[config.mk]
export PLATFORM = sky130hd
export DESIGN_NAME = encode_quad_sampler
export DESIGN_NICKNAME = d
export VERILOG_FILES = /design/src/rtl/encode_pkg.sv /design/src/rtl/quad_channel_filter.sv /design/src/rtl/encode_quad_sampler.sv
export SDC_FILE = /design/constraint.sdc
export NUM_CORES = 1
export LEC_CHECK = 0
export BUFFER_PORTS_ARGS = -buffer_cell sky130_fd_sc_hd__buf_2
export CORE_ASPECT_RATIO = 1.5
export CORE_MARGIN = 2
export CORE_UTILIZATION = 55
export CTS_CLUSTER_DIAMETER = 100
export DETAILED_ROUTE_END_ITERATION = 6
export PLACE_DENSITY = 0.74
export SETUP_SLACK_MARGIN = 0.05
export SLEW_MARGIN = 25
export SYNTH_ARGS = -nofsm -noshare
export SYNTH_HDL_FRONTEND = slang
export SYNTH_HIERARCHICAL = 1
export SYNTH_SLANG_ARGS = --single-unit
[constraint.sdc]
create_clock -name clk_i -period 8.35 [get_ports clk_i]
set_clock_uncertainty 0.05 [all_clocks]
set_input_delay 1.2525 -clock clk_i [delete_from_list [all_inputs] [get_ports clk_i]]
set_output_delay 1.2525 -clock clk_i [all_outputs]
set_load 0.02 [all_outputs]
[src/rtl/encode_pkg.sv]
// Shared constants and x4 quadrature decode for the encoder sampler.
// Step codes, default counter width, and the (prev AB, cur AB) -> step lookup.
package encode_pkg;

    localparam int ENCODE_WID_DEF = 20;

    localparam logic [1:0] QUAD_STEP_NONE = 2'd0;
    localparam logic [1:0] QUAD_STEP_UP   = 2'd1;
    localparam logic [1:0] QUAD_STEP_DOWN = 2'd2;
    localparam logic [1:0] QUAD_STEP_ERR  = 2'd3;

    // Position of an {A,B} pair along the 00->01->11->10 cycle.
    function automatic logic [1:0] quad_idx(input logic [1:0] ab);
        logic [1:0] idx;
        idx = 2'd0;
        unique case (ab)
            2'b00: idx = 2'd0;
            2'b01: idx = 2'd1;
            2'b11: idx = 2'd2;
            2'b10: idx = 2'd3;
        endcase
        return idx;
    endfunction

    // Phase distance of 2 means both bits flipped: direction unknown.
    function automatic logic [1:0] quad_step(
        input logic [1:0] prev_ab,
        input logic [1:0] cur_ab
    );
        logic [1:0] d;
        logic [1:0] st;
        d  = quad_idx(cur_ab) - quad_idx(prev_ab);
        st = QUAD_STEP_NONE;
        unique case (d)
            2'd0: st = QUAD_STEP_NONE;
            2'd1: st = QUAD_STEP_UP;
            2'd2: st = QUAD_STEP_ERR;
            2'd3: st = QUAD_STEP_DOWN;
        endcase
        return st;
    endfunction

endpackage

[src/rtl/quad_channel_filter.sv]
// One encoder channel: synchroniser, glitch filter and x4 step decode.
// Ports: clk_i, rst_n_i, i_a/i_b/i_z raw inputs; o_step code, o_z_rise pulse.
module quad_channel_filter
    import encode_pkg::*;
#(
    parameter int SYNC_STAGES = 2,
    parameter int FILTER_LEN  = 4
) (
    input  logic       clk_i,
    input  logic       rst_n_i,
    input  logic       i_a,
    input  logic       i_b,
    input  logic       i_z,
    output logic [1:0] o_step,
    output logic       o_z_rise
);

    localparam int CW = $clog2(FILTER_LEN + 1);

    // Bit order everywhere: {A, B, Z}.
    logic [SYNC_STAGES-1:0][2:0] r_sync;
    logic [2:0]                  w_sync;
    logic [2:0]                  r_filt;
    logic [2:0]                  r_prev;
    logic [CW-1:0]               r_cnt [3];

    assign w_sync = r_sync[SYNC_STAGES-1];

    always_ff @(posedge clk_i or negedge rst_n_i) begin
        if (!rst_n_i) begin
            r_sync <= '0;
            r_filt <= '0;
            r_prev <= '0;
            for (int i = 0; i < 3; i++) begin
                r_cnt[i] <= '0;
            end
        end else begin
            r_sync <= {r_sync[SYNC_STAGES-2:0], {i_a, i_b, i_z}};
            r_prev <= r_filt;
            // Accept a new level only after FILTER_LEN differing cycles.
            for (int i = 0; i < 3; i++) begin
                if (w_sync[i] == r_filt[i]) begin
                    r_cnt[i] <= '0;
                end else if (r_cnt[i] == CW'(FILTER_LEN - 1)) begin
                    r_filt[i] <= w_sync[i];
                    r_cnt[i]  <= '0;
                end else begin
                    r_cnt[i] <= r_cnt[i] + 1'b1;
                end
            end
        end
    end

    assign o_step   = quad_step(r_prev[2:1], r_filt[2:1]);
    assign o_z_rise = r_filt[0] & ~r_prev[0];

endmodule

[src/rtl/encode_quad_sampler.sv]
// W/X quadrature position counters with periodic sampling for encode_process.
// Ports: raw w_a/w_b/w_z, x_a/x_b; sample_en_i, err_clr_i; sampled outputs.
module encode_quad_sampler
    import encode_pkg::*;
#(
    parameter int ENCODE_WID    = ENCODE_WID_DEF,
    parameter int SAMPLE_PERIOD = 4000,
    parameter int SYNC_STAGES   = 2,
    parameter int FILTER_LEN    = 4
) (
    input  logic                  clk_i,
    input  logic                  rst_n_i,
    input  logic                  w_a_i,
    input  logic                  w_b_i,
    input  logic                  w_z_i,
    input  logic                  x_a_i,
    input  logic                  x_b_i,
    input  logic                  sample_en_i,
    input  logic                  err_clr_i,
    output logic                  encode_update_o,
    output logic [ENCODE_WID-1:0] encode_w_o,
    output logic [ENCODE_WID-1:0] encode_x_o,
    output logic                  w_zero_o,
    output logic [1:0]            quad_err_o
);

    localparam int TW = $clog2(SAMPLE_PERIOD);

    logic [1:0]            w_w_step;
    logic [1:0]            w_x_step;
    logic                  w_w_zrise;
    logic                  w_tick;
    logic [ENCODE_WID-1:0] r_w_cnt;
    logic [ENCODE_WID-1:0] r_x_cnt;
    logic [TW-1:0]         r_timer;

    quad_channel_filter #(
        .SYNC_STAGES (SYNC_STAGES),
        .FILTER_LEN  (FILTER_LEN)
    ) u_w_chan (
        .clk_i    (clk_i),
        .rst_n_i  (rst_n_i),
        .i_a      (w_a_i),
        .i_b      (w_b_i),
        .i_z      (w_z_i),
        .o_step   (w_w_step),
        .o_z_rise (w_w_zrise)
    );

    quad_channel_filter #(
        .SYNC_STAGES (SYNC_STAGES),
        .FILTER_LEN  (FILTER_LEN)
    ) u_x_chan (
        .clk_i    (clk_i),
        .rst_n_i  (rst_n_i),
        .i_a      (x_a_i),
        .i_b      (x_b_i),
        .i_z      (1'b0),
        .o_step   (w_x_step),
        .o_z_rise ()
    );

    assign w_tick = sample_en_i && (r_timer == TW'(SAMPLE_PERIOD - 1));

    always_ff @(posedge clk_i or negedge rst_n_i) begin
        if (!rst_n_i) begin
            r_w_cnt         <= '0;
            r_x_cnt         <= '0;
            r_timer         <= '0;
            encode_update_o <= 1'b0;
            encode_w_o      <= '0;
            encode_x_o      <= '0;
            w_zero_o        <= 1'b0;
            quad_err_o      <= '0;
        end else begin
            // Index beats any simultaneous W step.
            if (w_w_zrise) begin
                r_w_cnt <= '0;
            end else if (w_w_step == QUAD_STEP_UP) begin
                r_w_cnt <= r_w_cnt + 1'b1;
            end else if (w_w_step == QUAD_STEP_DOWN) begin
                r_w_cnt <= r_w_cnt - 1'b1;
            end

            if (w_x_step == QUAD_STEP_UP) begin
                r_x_cnt <= r_x_cnt + 1'b1;
            end else if (w_x_step == QUAD_STEP_DOWN) begin
                r_x_cnt <= r_x_cnt - 1'b1;
            end

            w_zero_o <= w_w_zrise;

            if (!sample_en_i || w_tick) begin
                r_timer <= '0;
            end else begin
                r_timer <= r_timer + 1'b1;
            end

            encode_update_o <= w_tick;
            if (w_tick) begin
                encode_w_o <= r_w_cnt;
                encode_x_o <= r_x_cnt;
            end

            // Set has priority over clear.
            if (w_w_step == QUAD_STEP_ERR) begin
                quad_err_o[0] <= 1'b1;
            end else if (err_clr_i) begin
                quad_err_o[0] <= 1'b0;
            end
            if (w_x_step == QUAD_STEP_ERR) begin
                quad_err_o[1] <= 1'b1;
            end else if (err_clr_i) begin
                quad_err_o[1] <= 1'b0;
            end
        end
    end

endmodule

==> reports/results.tsv, run 1 <==
metric	value	unit
path depth of the worst reg2reg path	18	
first-pass GRT wire length	25500	um
non-filler cells, final	914	
period utilization	57.0	%
# diodes	0	
reg2reg end	r_w_cnt[16]	
Placer Congestion	0.931	
final antenna-violating net count	0	
mapped cell area	0.00719	mm2
port bufs	52	
Die H	144	um
GRT Overall Usage	22.5	%
maxcap violations	0	
share of layout cells above drive strength 1	18.5	%
initial core utilization	55.8	%
clock root cell	clkbuf_16	
critical path launch point	u_w_chan/r_filt[1]	
crit path max fanout	22	
hold buffer count at CTS	0	
CTS Buf Count	17	
final wirelength	14800	um
vias in the first global route	5575	
vias	5358	
fin area	0.00821	mm2
site row count	51	
R2R Setup Slk	3.59	ns
Worst Setup End Kind	flop	
f_max	210	MHz
largest net degree at the start of global routing	69	
fin crit period	4.76	ns
Die Wd	97.4	um
Syn Nets	758	
Post-route DRC	0	
worst path required time	8.64	ns
status	complete, no violations	
Cells after Synth	685	
Synth Warn #	6	
cells along the critical path	inv_1, ha_1, inv_1, ha_1, xnor3_1, inv_1, ha_1, nand2b_1, a21oi_2, nand2b_1, inv_1, fa_1, nand3b_1, a21bo_2, a21oi_1, a31oi_1, a211o_1, o211ai_1	
clock slew at reported path FFs	0.06	ns
CTS tree	done	
Vias/cell	5.86	
slowest CP cell	nand2b_1	
slew margin rel.	36.1	%
synth-to-layout area growth	14.1	%
RSZ-0062 raised after global routing	false	
die area	0.0140	mm2
Placement Cell Area	0.00761	mm2
Detailed Route Iter0 Violations	254	
Slew Viols, Final	0	
Nets	815	
DRT Pass-1 Iters	7	
wire length per cell	16.2	um
Post-DP HPWL	10700	um
core area	0.0129	mm2
Worst Path Arrival	5.04	ns
CTS sink count	131	
hold slack	0.295	ns
Critical Path Max Stage Delay	0.77	ns
setup_tns	0	ns
Avg Inst Size Synth	10.5	um2
post_cts resized	0	
crit path kind	flop to flop	
clk_lat worst skew	0.42	ns
H-tree depth	4	
postcts setup bufs	0	
CTS Buffer Depth	2	
Hold Vio Cnt, Final	0	
Crit path top cell by count	inv_1	
Startpoint Class	flop	
GRT overflow	0	
WHS Path Cells	0	
R2R Path Start	u_w_chan/r_filt[1]	
Inst Count DP	882	
Worst Setup EP	r_w_cnt[16]	
num ports	53	
worst slew pin tran	0.956	ns
Hold WC Path Type	flop to flop	
initial antenna violation count	0	
endpoints failing setup	0	
stage by stage:
stage	util (%)	setup WS (ns)
after global placement	59.1	3.83
after global routing	63.7	3.21
after floorplan	-	4.14
after CTS	63.7	3.61
final	63.7	3.59
after detailed placement	59.1	3.64
per-layer routing:
layer	routed length [um]	track usage, %
met1	5680	24.3
met4	452	10.5
met5	0	0
met3	517	4.45
met2	8190	42.1
worst max-delay path, delay by kind of cell, from the launching register on:
kind,cells,cell delay (ns)
adders and majority gates,4,1.04
AOI/OAI and AO/OA,6,1.31
xor gates and xnor gates,1,0.42
and+or+nand+nor,3,1.04
DFF,1,0.40
buffers and inverters,4,0.41
worst min path at each step:
stage                        from                 end  slack (ns)
2_1_floorplan  u_w_chan/r_sync[0]  u_w_chan/w_sync[0]        0.28
3_3_place_gp   u_w_chan/r_sync[0]  u_w_chan/w_sync[0]        0.28
3_5_place_dp   u_x_chan/r_sync[2]  u_x_chan/w_sync[2]        0.29
4_1_cts        u_x_chan/r_sync[1]  u_x_chan/w_sync[1]        0.30
5_1_grt        u_x_chan/r_sync[2]  u_x_chan/w_sync[2]        0.31
6_report       u_x_chan/r_sync[1]  u_x_chan/w_sync[1]        0.30
registers in the layout, summed over array words and instances (netlist names), 3 cells and up:
signal and flops:
encode_w_o 20, encode_x_o 20, r_w_cnt 20, r_x_cnt 20, r_timer 12, u_w_chan/r_cnt 9, u_x_chan/r_cnt 6, u_w_chan/r_filt 3
u_w_chan/r_prev 3, u_w_chan/r_sync 3, u_w_chan/w_sync 3
cell usage in the layout, fill, tap and decap left out, drive strengths merged, types with 9 or more instances in the layout:
cell      n
nor2     30
nor3     19
xnor2    20
o21ai    44
xor2     21
buf      56
clkbuf   19
mux2     39
nand3     9
nand4    11
dfrtp   131
nor2b    11
a21oi    43
a21o     14
nand2    64
inv      33
and2      9
and3     10
ha       62
nor3b     9
final cells by class:
type,count,area [um2]
clock buffer,19,433
clock inverter,13,160
fill,1026,4680
inverter,33,124
multi-input combinational,503,3720
sequential,131,3280
tap,159,199
timing repair buffer,56,293
Power of run 1 is left out: the tool's default activity adds up to more than one toggle a clock period on the data nets, which glitch-free logic cannot reach.
==> run 2: changes to the inputs <==
--- a/config.mk
+++ b/config.mk
@@ -11,7 +11,7 @@
 export CORE_UTILIZATION = 55
 export CTS_CLUSTER_DIAMETER = 100
 export DETAILED_ROUTE_END_ITERATION = 6
-export PLACE_DENSITY = 0.74
+export PLACE_DENSITY = 0.77
 export SETUP_SLACK_MARGIN = 0.05
 export SLEW_MARGIN = 25
 export SYNTH_ARGS = -nofsm -noshare
==> constraint.sdc (replaced) <==
create_clock -name clk_i -period 4.35 [get_ports clk_i]
set_clock_uncertainty 0.05 [all_clocks]
set_input_delay 0.6525 -clock clk_i [delete_from_list [all_inputs] [get_ports clk_i]]
set_output_delay 0.6525 -clock clk_i [all_outputs]
set_load 0.02 [all_outputs]
==> run 2 against run 1 <==
Critical path depth did not move. Sequential share of layout area fell by 1.1 points. Worst setup slack got worse by 3.3 ns. Register-to-register slack got worse by 3.3 ns. First-iteration DRC count rose by 17%. Via count rose by 2.2%. Wire length rose by 5.1%. Critical path type unchanged. Highest routed layer unchanged.
==> reports/results.tsv, run 2 (synthesized netlist as in run 1, its figures left out) <==
metric	value	unit
vias in the first global route	5615	
slew margin rel.	34.6	%
CTS Buffer Depth	2	
Slew Viols, Final	0	
Post-route DRC	0	
CTS tree	done	
Die Wd	97.4	um
fill count	975	
status	complete, no violations	
core area	0.0129	mm2
maxcap violations	0	
Post-DP HPWL	10700	um
RSZ-0062 raised after global routing	true	
Hold Vio Cnt, Final	0	
num ports	53	
Worst Setup End Kind	flop	
most frequent cells in the layout	dfrtp_1, nand2_1, ha_1	
final wirelength	15600	um
setup_tns	0	ns
largest net degree at the start of global routing	71	
H-tree depth	4	
clk_lat worst skew	0.42	ns
CTS sink count	131	
initial core utilization	55.8	%
Inst Count DP	890	
fin util	65.5	%
first-pass GRT wire length	26000	um
port bufs	52	
Hold WC Path Type	primary input to async pin	
DRT Pass-1 Iters	5	
Die H	144	um
die area	0.0140	mm2
most common cell after layout, fill and taps aside	dfrtp_1	
Crit path max-delay family	compound AO/OA/AOI/OAI gates	
worst slew pin tran	0.977	ns
wire length per cell	16.8	um
fin crit period	4.10	ns
f_max	244	MHz
Placer Congestion	0.969	
CTS Buf Count	17	
CP bufs+invs	4	
Startpoint Class	flop	
crit path max fanout	5	
Vias/cell	5.91	
worst path required time	4.61	ns
initial antenna violation count	0	
final antenna-violating net count	0	
Placement Cell Area	0.00769	mm2
fin area	0.00844	mm2
crit path kind	flop to flop	
clock slew at reported path FFs	0.06	ns
slowest CP cell	dfrtp_1	
share of layout cells above drive strength 1	22.8	%
period utilization	94.3	%
Critical Path Max Stage Delay	0.40	ns
non-filler cells, final	927	
GRT Overall Usage	23.0	%
endpoints failing setup	0	
clock root cell	clkbuf_16	
# diodes	0	
Nets	828	
Detailed Route Iter0 Violations	298	
cells along the critical path	buf_4, ha_1, o21ba_1, xnor3_1, inv_1, ha_2, nand2b_1, a21oi_2, inv_1, ha_4, inv_4, ha_2, o211ai_1, o21a_4, a211oi_4, o31a_1, or3_1, a31o_1	
GRT overflow	0	
synth-to-layout area growth	17.3	%
site row count	51	
vias	5476	
Worst Path Arrival	4.36	ns
## run 2: cell types whose count changed in the layout (fill, tap and decap cells not counted), sizes merged
cell	change
buf	+12
clkbuf	-2
inv	+6
clkinv	-3
## run 2: through the flow
step / setup WS (ns) / hold slack, ns
after global placement: 0.170 / 0.282
after global routing: 0.0279 / 0.265
after floorplan: 0.145 / 0.281
final: 0.247 / 0.260
after detailed placement: 0.00413 / 0.285
after CTS: 0.0576 / 0.273
## run 2: final timing paths
| path | from | endpoint | cells past startpoint | slack [ns] |
|---|---|---|---|---|
| max in group asynchronous | rst_n_i | encode_w_o[0] | 2 | 3.15 |
| worst max-delay path | u_x_chan/r_filt[1] | r_x_cnt[17] | 18 | 0.25 |
| worst min register to register | u_x_chan/r_sync[1] | u_x_chan/w_sync[1] | 0 | 0.30 |
| worst min-delay path | rst_n_i | r_timer[4] | 1 | 0.26 |
| min in group clk_i | w_z_i | u_w_chan/r_sync[0] | 1 | 0.28 |
| worst max register to register | u_x_chan/r_filt[1] | r_x_cnt[17] | 18 | 0.25 |
## run 2: per-layer routing
layer	up-vias	share of wire, %	track usage [%]
li1	2600	-	-
met1	2699	37	24.3
met2	135	56	43.6
met3	42	3.5	5.12
met4	0	3.0	10.2
met5	-	0	0
## run 2: timing repair
item,in CTS,in global routing
gates cloned,0,1
pin swaps,0,5
setup buffers,0,4
gates resized for setup,2,22
setup endpoints to repair,7,17
hold buffers,0,0
## run 2: final cells by class
cell class,count,area [um2],share of cell area (%)
Timing Repair Buffer,68,395,4.68
Clock buffer,17,425,5.04
Sequential cell,131,3280,38.8
Multi-Input combinational cell,503,3810,45.2
Inverter,33,126,1.50
Clock inverter,15,195,2.31
Tap cell,159,199,2.36
Timing Repair inverter,1,7.51,0.0889
Power of run 2 is left out for the same reason.
==> run 3: changes to the inputs <==
--- a/config.mk
+++ b/config.mk
@@ -5,13 +5,13 @@
 export SDC_FILE = /design/constraint.sdc
 export NUM_CORES = 1
 export LEC_CHECK = 0
-export BUFFER_PORTS_ARGS = -buffer_cell sky130_fd_sc_hd__buf_2
 export CORE_ASPECT_RATIO = 1.5
 export CORE_MARGIN = 2
 export CORE_UTILIZATION = 55
 export CTS_CLUSTER_DIAMETER = 100
 export DETAILED_ROUTE_END_ITERATION = 6
-export PLACE_DENSITY = 0.77
+export DONT_BUFFER_PORTS = 1
+export PLACE_DENSITY = 0.7
 export SETUP_SLACK_MARGIN = 0.05
 export SLEW_MARGIN = 25
 export SYNTH_ARGS = -nofsm -noshare
==> constraint.sdc (replaced) <==
create_clock -name clk_i -period 4.65 [get_ports clk_i]
set_clock_uncertainty 0.05 [all_clocks]
set_input_delay 0.6975 -clock clk_i [delete_from_list [all_inputs] [get_ports clk_i]]
set_output_delay 0.6975 -clock clk_i [all_outputs]
set_load 0.02 [all_outputs]
==> run 3 against run 2 <==
Register-to-register slack is essentially flat. Die area is the same. The run now ends with design-rule violations left. Non-clock buffer count shrank 55. Wire length shrank 5.9%. Largest cell class unchanged. Cell area shrank 4.4%.
==> reports/results.tsv, run 3 (synthesized netlist as in run 1, its figures left out) <==
metric	value	unit
clock root cell	clkbuf_16	
site row count	51	
Placer Congestion	0.935	
largest net degree at the start of global routing	132	
Post-DP HPWL	10300	um
failing checks	design-rule violations	
Hold WC Path Type	primary input to async pin	
vias	5182	
fin crit period	4.40	ns
most common cell after layout, fill and taps aside	dfrtp_1	
Die Wd	97.4	um
vias in the first global route	5353	
maxcap violations	0	
metal3 WL	479	um
DRT Pass-1 Iters	6	
num ports	53	
slew margin rel.	44.4	%
Vias/cell	5.94	
port bufs	0	
first-pass GRT wire length	25000	um
Slew Viols, Final	0	
Met2 Wirelength	8010	um
H-tree depth	4	
Worst Path Arrival	4.67	ns
core area	0.0129	mm2
share of layout cells above drive strength 1	14.3	%
synth-to-layout area growth	12.1	%
endpoints failing setup	0	
most frequent cells in the layout	dfrtp_1, nand2_1, ha_1	
Post-route DRC	2	
GRT Overall Usage	22.0	%
initial core utilization	55.8	%
Die H	144	um
R2R Setup Slk	0.25	ns
f_max	227	MHz
GRT overflow	0	
worst slew pin tran	0.831	ns
reg2reg end	r_x_cnt[19]	
clock slew at reported path FFs	0.06	ns
clk_lat worst skew	0.41	ns
# diodes	0	
met1 WL	5800	um
Nets	773	
CTS sink count	131	
Worst Setup End Kind	flop	
RSZ-0062 raised after global routing	false	
CTS tree	done	
worst path required time	4.92	ns
Hold Vio Cnt, Final	0	
wire length per cell	16.8	um
final wirelength	14700	um
crit path max fanout	5	
crit path kind	flop to flop	
Worst Setup EP	r_x_cnt[19]	
area occupied by multi-input gates	0.00375	mm2
uppermost layer routed	met4	
path depth of the worst reg2reg path	20	
status	finished, violations left	
Startpoint Class	flop	
Seq. cell area	0.00328	mm2
critical path launch point	u_x_chan/r_filt[1]	
period utilization	94.6	%
fill count	1056	
final antenna-violating net count	0	
Detailed Route Iter0 Violations	235	
setup_tns	0	ns
R2R Path Start	u_x_chan/r_filt[1]	
initial antenna violation count	0	
die area	0.0140	mm2
CTS Buffer Depth	2	
CTS Buf Count	17	
run 3: cell types whose count changed in the layout (fill, tap and decap cells not counted), sizes merged:
cell / change
buf: -55
clkbuf: +8
inv: -7
clkinv: -2
clkinvlp: +2
bufinv: -1
run 3: final cells by class:
cell class,count,share of cell area (%)
clock inverters,7,1.21
multi-input cells,503,46.5
inverters,33,1.58
clock buffers,25,6.02
repair buffers,13,1.46
flip-flops and latches,131,40.6
well taps,159,2.47
repair inverters,1,0.0931
run 3: per-stage QoR:
step	std cells	hold slack, ns	util (%)	setup slack, ns	instance area, um2
3_5_place_dp	834	0.286	57.3	0.175	7380
2_1_floorplan	685	0.281	-	0.445	7190
5_1_grt	872	0.236	62.6	0.114	8070
4_1_cts	867	0.234	62.0	0.122	7990
6_report	872	0.198	62.6	0.251	8070
3_3_place_gp	834	0.282	57.3	0.399	7380
run 3: how the worst min path moves through the flow:
stage                            start                 end  slack [ns]  depth (start not counted)
global route                     x_a_i  u_x_chan/r_sync[2]        0.24                          0
floorplan           u_w_chan/r_sync[0]  u_w_chan/w_sync[0]        0.28                          0
finish                         rst_n_i          r_timer[4]        0.20                          1
CTS                            rst_n_i          r_timer[2]        0.23                          1
global placement    u_w_chan/r_sync[2]  u_w_chan/w_sync[2]        0.28                          0
detailed placement  u_x_chan/r_sync[2]  u_x_chan/w_sync[2]        0.29                          0
run 3: repair_timing:
item / 4_1_cts / 5_1_grt
buffers inserted: 0 / 4
hold buffers: 1 / 0
setup endpoints to repair: 0 / 7
endpoints found under the hold margin: 131 / 0
resized for setup: 0 / 9
run 3: worst max-delay path, cell delays in order, from the launching register on:
cell	delay (ns)
dfrtp_1	0.42
inv_1	0.10
ha_1	0.29
inv_1	0.05
ha_1	0.19
xnor3_1	0.40
inv_1	0.06
ha_1	0.19
nor2b_1	0.15
a21oi_2	0.06
inv_1	0.10
ha_4	0.20
clkinvlp_4	0.16
buf_4	0.17
ha_1	0.34
o211ai_1	0.14
o21a_4	0.25
a211oi_4	0.29
o2111ai_1	0.26
o221a_2	0.20
nor4_2	0.25
run 3: routing by layer:
metal	vias to the layer above	GRT usage, %
li1	2492	-
met1	2539	24.1
met2	114	40.5
met3	37	4.69
met4	0	10.4
met5	-	0
Power of run 3 is left out for the same reason.
